### config.mk
export PLATFORM = sky130hd
export DESIGN_NAME = pool_stride_packer
export DESIGN_NICKNAME = d
export VERILOG_FILES = /design/src/rtl/pool_stride_packer.sv
export SDC_FILE = /design/constraint.sdc
export NUM_CORES = 1
export LEC_CHECK = 0
export ABC_AREA = 1
export ABC_CLOCK_PERIOD_IN_PS = 2900
export CAP_MARGIN = 10
export CELL_PAD_IN_SITES_DETAIL_PLACEMENT = 0
export CELL_PAD_IN_SITES_GLOBAL_PLACEMENT = 1
export CORE_UTILIZATION = 42
export CTS_BUF_LIST = sky130_fd_sc_hd__clkbuf_8
export CTS_CLUSTER_DIAMETER = 150
export DETAILED_ROUTE_END_ITERATION = 8
export PLACE_DENSITY_LB_ADDON = 0.1
export SYNTH_ARGS = -nofsm -noshare
export SYNTH_HDL_FRONTEND = slang
export SYNTH_SLANG_ARGS = --single-unit
### constraint.sdc
create_clock -name clk -period 2.9 [get_ports clk]
set_clock_uncertainty 0.15 [all_clocks]
set_input_delay 0.725 -clock clk [delete_from_list [all_inputs] [get_ports clk]]
set_output_delay 0.725 -clock clk [all_outputs]
set_load 0.01 [all_outputs]
### src/rtl/pool_stride_packer.sv
// Strided packer behind the 1-D max-pool layer: keeps every STRIDE-th complete
// window and packs PACK retained values into one word on a valid/ready output.
module pool_stride_lane #(
  parameter int W = 8
) (
  input  logic         clk,
  input  logic         rstn,
  input  logic         clr,
  input  logic         wr,
  input  logic [W-1:0] d,
  output logic [W-1:0] nxt
);
  logic [W-1:0] q;

  // nxt lets the completing write bypass into the output word in the same cycle
  assign nxt = wr ? d : q;

  always_ff @(posedge clk or negedge rstn) begin
    if (!rstn)    q <= '0;
    else if (clr) q <= '0;
    else if (wr)  q <= d;
  end
endmodule

module pool_stride_packer #(
  parameter int BITWIDTH = 8,
  parameter int LENGTH   = 4,
  parameter int STRIDE   = 4,
  parameter int POOL_LAT = 1,
  parameter int PACK     = 4
) (
  input  logic                     clk,
  input  logic                     rstn,
  input  logic                     ena,
  input  logic                     clr,
  input  logic [BITWIDTH-1:0]      in_max,
  output logic [PACK*BITWIDTH-1:0] out_data,
  output logic                     out_valid,
  input  logic                     out_ready,
  output logic                     overflow
);
  localparam int FW = (LENGTH > 1) ? $clog2(LENGTH) : 1;
  localparam int PW = (STRIDE > 1) ? $clog2(STRIDE) : 1;
  localparam int LW = (PACK > 1)   ? $clog2(PACK)   : 1;

  logic [POOL_LAT-1:0]               dly;
  logic [FW-1:0]                     fill;
  logic [PW-1:0]                     phase;
  logic [LW-1:0]                     lane;
  logic                              evt, complete, keep, done, load;
  logic [PACK-1:0]                   lane_wr;
  logic [PACK-1:0][BITWIDTH-1:0]     nxt_w;

  // an event landing in a clr cycle belongs to the discarded framing
  assign evt      = dly[POOL_LAT-1] & ~clr;
  assign complete = (fill == FW'(LENGTH-1));
  assign keep     = evt & complete & (phase == '0);
  assign done     = keep & (lane == LW'(PACK-1));
  assign load     = done & (~out_valid | out_ready);

  for (genvar g = 0; g < PACK; g++) begin : g_lane
    assign lane_wr[g] = keep & (lane == LW'(g));
    pool_stride_lane #(.W(BITWIDTH)) u_lane (
      .clk  (clk),
      .rstn (rstn),
      .clr  (clr | done),
      .wr   (lane_wr[g]),
      .d    (in_max),
      .nxt  (nxt_w[g])
    );
  end

  always_ff @(posedge clk or negedge rstn) begin
    if (!rstn) begin
      dly <= '0;
    end else if (clr) begin
      dly <= '0;
    end else begin
      dly[0] <= ena;
      for (int i = 1; i < POOL_LAT; i++) dly[i] <= dly[i-1];
    end
  end

  // phase needs no first-window special case: it is 0 until the first complete event
  always_ff @(posedge clk or negedge rstn) begin
    if (!rstn) begin
      fill     <= '0;
      phase    <= '0;
      lane     <= '0;
      overflow <= 1'b0;
    end else if (clr) begin
      fill     <= '0;
      phase    <= '0;
      lane     <= '0;
      overflow <= 1'b0;
    end else begin
      if (evt && !complete) fill <= fill + FW'(1);
      if (evt && complete)
        phase <= (phase == PW'(STRIDE-1)) ? '0 : phase + PW'(1);
      if (keep) lane <= done ? '0 : lane + LW'(1);
      if (done && !load) overflow <= 1'b1;
    end
  end

  // output register is outside the clr domain so a pending word still drains
  always_ff @(posedge clk or negedge rstn) begin
    if (!rstn) begin
      out_data  <= '0;
      out_valid <= 1'b0;
    end else if (load) begin
      out_data  <= nxt_w;
      out_valid <= 1'b1;
    end else if (out_valid && out_ready) begin
      out_valid <= 1'b0;
    end
  end
endmodule
==> results.txt, run 1 <==
* Result of the run: finished with violations
- Failing checks: DRC
* Area of the core: ~6500 sq um
- The worst setup path is captured at a flip-flop.
- Number of vias per cell after detailed routing: between 4 and 5
* Total die area: 7190 sq um
- Chip Height: between 80 and 90 microns
- RD Place Congestion: roughly 0.75
* Wire length of the first global-routing pass: roughly 11 mm
- Setup crit start kind: input pin
- Relative slew slack: 0.706
- CTS placed an instance of clkbuf_8 at the clock tree root.
- Of the synthesized area, sequential elements account for 0.565.
- Pre-CTS WS: roughly 0.35 ns
- Worst slew pin tran: 0.440 ns
- P_leak: about 1.9 nW
- Distinct cells, synth: 19
- Synth Area in Compound Gates: 0.0296
* Count of endpoints failing hold in the final timing report: 0
- Cell occurring most often along the worst timing path: nand3_1
* Timing-limited maximum frequency: roughly 460 MHz
- Total number of placement rows: 29
- The worst register-to-register path ends at out_data[4].
- Maximum number of pins on one net before global-route repair: 66
* Clock net sink count: 65
* Number of global-route vias before repair: 2052
- Die X: ~85 microns
* # IOs: 47
- Cell-by-cell trace of the critical path: clkdlybuf4s50_1 -> inv_2 -> nand3_1 -> nor2_4 -> buf_4 -> nand3_1 -> nand3_1 -> nand2_1
* CP max stage delay: 0.50 ns
* Synthesized Nets: 364
- The critical path ends at out_data[7].
- Synthesis Warnings: 0
- Number of antenna repair diodes: 0
- Top cells by area in the synthesized netlist: dfrtp_1, nand2_1, nand3_1
- Averaged over all synthesized cells, the footprint is 8.34 sq um.
- Post-CTS resize count: 0
- Total of max-cap violations: 0
* Cell at the slowest stage of the critical path: clkdlybuf4s50_1
- Across the VDD grid, the largest voltage drop is approximately 0.28 mV.
- After layout, the worst setup slack is between 0.7 and 0.8 ns.
- Cell taking the most area after synthesis: dfrtp_1
* Initial antenna violation count: 0
- Wires add up to between 6 and 7 mm.
- Summed over all failing endpoints, the final setup total negative slack is 0 ns.
- Deepest level of the CTS H-tree: 3
- Summed instance area of the synthesized netlist: 2880 sq um
- Of the total synthesized cell area, the portion taken by AND, OR, NAND and NOR gates is 0.294.
* FF+latch count, synth: 65
* Multiplexer fraction of the synthesized cell area: 0
- The share of synthesized area in the top cell type comes to 0.565.
- After the first detailed-routing iteration, the DRC count stood at between 150 and 200.
- CTS tree: yes
- Critical path origin: clr
* Count of filler cells inserted in the layout: 602
* Final number of max-transition violations: 0
* Share of final-layout standard cells stronger than drive strength 1: 0.0704
* CTS Buffer Depth: 2
- Clock latency on the worst-skew pair, taken at its later pin, is 0.34 ns.
- Largest family of logic cells by synthesized area: simple AND/OR/NAND/NOR gates
- After legalization and detailed placement, the total HPWL measured between 4 and 5 mm.
- Type of the tightest min-delay check: in2async
- Final period util: 0.755
* Via count: 2297
* Start-to-end type of the worst setup path: in2reg
- After clock tree synthesis, the setup repair step added 0 buffers.
- Xor and xnor area share after synthesis: 0
- The first TritonRoute pass finished after 9 iterations.
* Relative area change from synthesis to final layout: 26.0%
* Required time at the worst-slack endpoint: roughly 3 ns
* ANT nets after route: 0
- Total power: 1.80 mW
* Number of nets in the layout: about 410
- Mapped Cells: around 350
* Worst Hold Slack: around 0.23 ns
- Per-cell routed wire length: between 10 and 15 microns
- Number of setup violations in the final report: 0
- Clock transition at the registers of the reported paths: ~0.070 ns
* Synthesized-area fraction occupied by adder cells: 0.0261
- In this run the worst path has a maximum fanout of 26.
* Register-to-register path setup slack: between 0.9 and 1 ns
* Number of buffers inserted for hold repair after clock tree synthesis: 0
- The worst register-to-register path begins at lane[0].
- In this run the power density over the cells is between 400 and 500 nW/um^2.
- Grt total ovfl: 0
- Remaining routing DRC violations: 7
- Aggregate global-route resource usage: 0.201
* Initial Utilization: 0.443
* Clock period minus final worst setup slack: ~2.2 ns
- STA puts the critical path data arrival time at between 2 and 2.5 ns.
- Setup repair after global routing missed its margin: false
- Buffers placed on the I/O ports in this run total 46.
* R2R cell count: 6
- Num CTS Buffers: 9
==> cell usage after synthesis <==
| library cell | instances |
|---|---|
| nand2_1 | 111 |
| dfrtp_1 | 65 |
| nand3_1 | 53 |
| inv_1 | 43 |
| nor2_1 | 28 |
| o21ai_1 | 9 |
| buf_2 | 8 |
| ha_1 | 6 |
| buf_4 | 4 |
| o21ai_0 | 4 |
| clkbuf_1 | 3 |
| nand4_1 | 3 |
| a21oi_1 | 2 |
| a32o_1 | 1 |
| inv_2 | 1 |
| nand4_2 | 1 |
| nor2_2 | 1 |
| nor2_4 | 1 |
| nor3_2 | 1 |
==> per-layer routing <==
layer	vias up	GRT usage	wire [microns]
li1	1166	-	-
met3	11	0.0403	296
met4	0	0.106	126
met1	1062	0.294	3240
met5	-	0	0
met2	58	0.280	2830
==> cell families (layout without fill, tap and decap cells) <==
| logic type | after synthesis | after routing |
|---|---|---|
| flops | 65 | 65 |
| fa+ha+maj | 6 | 6 |
| simple gates | 199 | 199 |
| compound gates | 16 | 16 |
| buf+inv | 59 | 112 |
==> layout by cell type, fill, tap and decap left out, types with 2 or more instances in the layout <==
| cell type | n |
|---|---|
| nand2_1 | 111 |
| dfrtp_1 | 65 |
| nand3_1 | 53 |
| clkdlybuf4s50_1 | 45 |
| inv_1 | 43 |
| nor2_1 | 28 |
| clkbuf_8 | 13 |
| o21ai_1 | 9 |
| ha_1 | 6 |
| buf_4 | 6 |
| o21ai_0 | 4 |
| nand4_1 | 3 |
| a21oi_1 | 2 |
==> report_power, final <==
group | switching (mW) | internal [mW]
sequential | 0.00213 | 0.909
combinational | 0.0444 | 0.0221
clock | 0.334 | 0.485
==> area by class of cell <==
type,count,area [sq um],share of cell area
clock buffer,13,179,0.0493
clock inverter,2,35.0,0.00966
inverter,44,165,0.0455
multi-input combinational,221,1010,0.277
sequential,65,1630,0.448
tap,77,96.3,0.0266
timing repair buffer,53,520,0.143
==> worst max-delay path: cells and delay by family <==
kind / cells / cell delay [ns]
simple gates: 5 / 0.60
buf+inv: 3 / 0.94
==> worst min path at each step <==
stage / depth (start not counted) / end / start
global placement: 2 / out_data[7] / out_data[7]
CTS: 2 / out_data[29] / rstn
finish: 2 / out_data[23] / rstn
floorplan: 0 / dly / rstn
detailed placement: 2 / out_data[7] / out_data[7]
global route: 2 / out_data[29] / rstn
==> metrics by stage <==
stage	utilization	cells	cell area, sq um
final	0.559	475	3630
after global routing	0.559	475	3630
after CTS	0.559	475	3630
after detailed placement	0.526	460	3410
after global placement	0.526	460	3410
after floorplan	-	345	2880
==> sequential cells by signal, indices dropped and copies added (netlist names) <==
| name | cells |
|---|---|
| phase | 2 |
| out_valid | 1 |
| g_lane.u_lane.q | 24 |
| out_data | 32 |
| dly | 1 |
| lane | 2 |
| overflow | 1 |
| fill | 2 |
No activity file was read; power rests on OpenSTA's default activity.
==> inputs of run 2 (changes only) <==
ABC_CLOCK_PERIOD_IN_PS = 1900   (was 2900)
CORE_UTILIZATION = 37   (was 42)
clock period = 1.9 ns   (was 2.9 ns; I/O delays follow)
==> results.txt, run 2 (synthesized netlist as in run 1, its figures left out) <==
- Result of the run: finished, final reports clean (was finished with violations).
* Data arrival at the endpoint of the critical path: 1.24 ns (was 2.27 ns)
- The antenna diode count was 0 (unchanged).
- Number of vias per cell after detailed routing: 4.56 (was 4.84)
* Cell-by-cell trace of the critical path: clkdlybuf4s50_1 (was clkdlybuf4s50_1 -> inv_2 -> nand3_1 -> nor2_4 -> buf_4 -> nand3_1 -> nand3_1 -> nand2_1)
- Cell area reported after detailed placement: 3600 sq um (was 3410 sq um)
* Final number of max-transition violations: 0 (unchanged)
- Kind of cell with the highest combined delay on the critical path: buffers and inverters (unchanged)
- Total number of placement rows: 31 (was 29)
- Worst reg2reg path startpoint: phase[0] (was lane[0])
* Area of the core: 7370 sq um (was 6490 sq um)
- The part of the total power dissipated in the clock network came to 0.467 (was 0.456).
- HP Start: out_data[7]
- The remaining antenna violation count came to 0 (unchanged).
* Wire length of the first global-routing pass: 11.8 mm (was 10.7 mm)
- Commonest cells after routing, fill and taps aside: nand2_1, dfrtp_1, nand3_1, inv_1, nor2_1 (was nand2_1, dfrtp_1, nand3_1, clkdlybuf4s50_1, inv_1)
* Crit. End Element: primary output (was flip-flop)
- The register bank with the most flops is out_data (unchanged).
- The routed design could run at a clock period as short as between 1.5 and 2 ns.
* Setup repair after global routing missed its margin: false (unchanged)
- Total detailed-routing wirelength: 6.74 mm (was 6.49 mm)
- The H-tree level count is 3 (unchanged).
- The number of buffers inserted during clock tree synthesis is 9 (unchanged).
- Worst voltage drop across the vdd grid: 0.357 mV (was 0.285 mV)
* First drt pass iteration count: 4 (was 9)
* Remaining routing DRC violations: 0 (was 7)
- The initial core utilization came to 0.391 (was 0.443).
- In the finished design, the share of the clock period the worst path needs comes to 0.980.
- The buffer levels on the longest clock path came to 2 (unchanged).
- Timing-limited maximum frequency: between 500 and 600 MHz
- The number of sinks driven by the clock tree was 65 (unchanged).
* Total of max-cap violations: 0 (unchanged)
* Start-to-end type of the worst setup path: reg2out (was in2reg)
* Power Density: 726 nW/um^2 (was 495 nW/um^2)
- The port buffer count is 46 (unchanged).
- The number of failing hold endpoints at the final stage is 0 (unchanged).
- The total number of nets in the final design was 430 (was 413).
* Fraction of power consumed by combinational cells: 0.039 (was 0.037)
- Share of final-layout standard cells stronger than drive strength 1: 0.111 (was 0.0704)
- The sequential power share is 0.495 (was 0.507).
* Switching power total: 0.646 mW (was 0.381 mW)
* Relative area change from synthesis to final layout: 34.6% (was 26.0%)
* Critical path origin: out_data[2] (was clr)
- Post-route setup slack: 0.0376 ns (was 0.709 ns)
* Initial antenna violation count: 0 (unchanged)
* P_leak: 2.33 nW (was 1.87 nW)
- Insertion delay to the later sink of the worst-skew pair: 0.35 ns (was 0.34 ns)
* Total power: 2.81 mW (was 1.80 mW)
- The number of top-level pins is 47 (unchanged).
- Die X: 90.2 microns (was 84.8 microns)
* Chip Height: 90.2 microns (was 84.8 microns)
* DRC violation total after the first TritonRoute iteration: 106 (was 179)
* Per-cell routed wire length: 13.1 microns (was 13.7 microns)
- Worst slew pin tran: 0.355 ns (was 0.440 ns)
- Cell chosen for the clock root: clkbuf_8 (unchanged)
* Pre-CTS WS: -0.194 ns (was 0.352 ns)
* Post-route cell area: 3870 sq um (was 3630 sq um)
- The overall via count from detail_route was 2347 (was 2297).
- Setup crit start kind: flip-flop (was input pin)
- The TritonCTS clock tree is yes (unchanged).
* Number of setup violations in the final report: 0 (unchanged)
* Count of filler cells inserted in the layout: 694 (was 602)
- Grt total ovfl: 0 (unchanged)
* Total die area: 8140 sq um (was 7190 sq um)
- Relative slew slack: 0.763 (was 0.706)
- Clock transition at the registers of the reported paths: 0.07 ns (about the same)
* Setup total negative slack: 0 ns (unchanged)
- The via count of the first global-routing pass is 2405 (was 2052).
* Biggest registers after layout: out_data: 32 flops, g_lane.u_lane.q: 24 flops (unchanged)
- The number of flip-flops in the largest register was 32 (unchanged).
- The number of buffers and inverters on the critical path is 1 (was 3).
- Type of the tightest min-delay check: reg2reg (was in2async)
- The critical path required time is 1.27 ns (was 2.98 ns).
- Aggregate global-route resource usage: 0.189 (was 0.201)
- Internal power summed over all cells: 2.16 mW (was 1.42 mW)
- CP max stage delay: 0.54 ns (was 0.50 ns)
- The top fanout value on the critical path was 2 (was 26).
* DP Wirelength: 4.48 mm (was 4.19 mm)
* RD Place Congestion: 0.788 (was 0.753)
* Maximum number of pins on one net before global-route repair: 66 (unchanged)
- Sw Share: 0.230 (was 0.212)
- Most common library cell in the layout ignoring fill and taps: nand2_1 (unchanged)
- The worst-path cell with the longest stage delay is clkdlybuf4s50_1 (unchanged).
-- run 2: cell types whose count changed in the layout (fill, tap and decap cells not counted), moves of 2 or more --
cell | previous run | this run
dlygate4sd2_1 | 0 | 3
buf_4 | 6 | 19
clkinvlp_4 | 0 | 2
clkdlybuf4s50_1 | 45 | 23
buf_12 | 1 | 4
clkbuf_8 | 13 | 9
dlymetal6s2s_1 | 0 | 19
-- run 2: per-stage QoR --
stage / std cells / hold slack (ns) / utilization
2_1_floorplan: 345 / 0.0294 / -
3_3_place_gp: 498 / 0.312 / 0.488
3_5_place_dp: 498 / 0.316 / 0.488
4_1_cts: 515 / 0.335 / 0.519
5_1_grt: 515 / 0.352 / 0.526
6_report: 515 / 0.325 / 0.526
-- run 2: final timing paths --
check	to	slack (ns)	cells past startpoint
worst min register to register	out_data[7]	0.32	2
min in group asynchronous	out_data[17]	0.51	3
worst max-delay path	out_data[2]	0.04	1
worst min-delay path	out_data[7]	0.32	2
max in group asynchronous	fill[0]	0.79	3
worst max register to register	g_lane[2].u_lane.q[0]	0.14	7
-- run 2: per-layer routing --
| layer | vias up | GRT usage | wire length (microns) |
|---|---|---|---|
| li1 | 1204 | - | - |
| met1 | 1077 | 0.259 | 3210 |
| met2 | 52 | 0.280 | 3060 |
| met3 | 14 | 0.0347 | 310 |
| met4 | 0 | 0.108 | 162 |
| met5 | - | 0 | 0 |
-- run 2: timing repair --
| action | CTS | global route |
|---|---|---|
| gates cloned | 0 | 0 |
| endpoints found under the hold margin | 48 | 0 |
| gates resized for setup | 3 | 20 |
| hold buffers | 1 | 0 |
| setup endpoints to repair | 3 | 61 |
| setup buffers | 0 | 0 |
-- run 2: power by group through the flow --
stage / Sequential [mW] / Clock (mW) / Combinational, mW
6_report: 1.39 / 1.31 / 0.108
5_1_grt: 1.39 / 1.40 / 0.123
4_1_cts: 1.39 / 1.34 / 0.112
3_5_place_dp: 1.42 / 0 / 0.110
3_3_place_gp: 1.42 / 0 / 0.112
2_1_floorplan: 1.42 / 0 / 0.0283
-- run 2: layout make-up --
class                   instances  area [sq um]  area share
multi-input cells             221          1010       0.260
flip-flops and latches         65          1630       0.420
well taps                      99           124      0.0320
repair buffers                 70           732       0.189
clock buffers                   9           124      0.0320
clock inverters                 7          93.8      0.0242
inverters                      44           165      0.0426
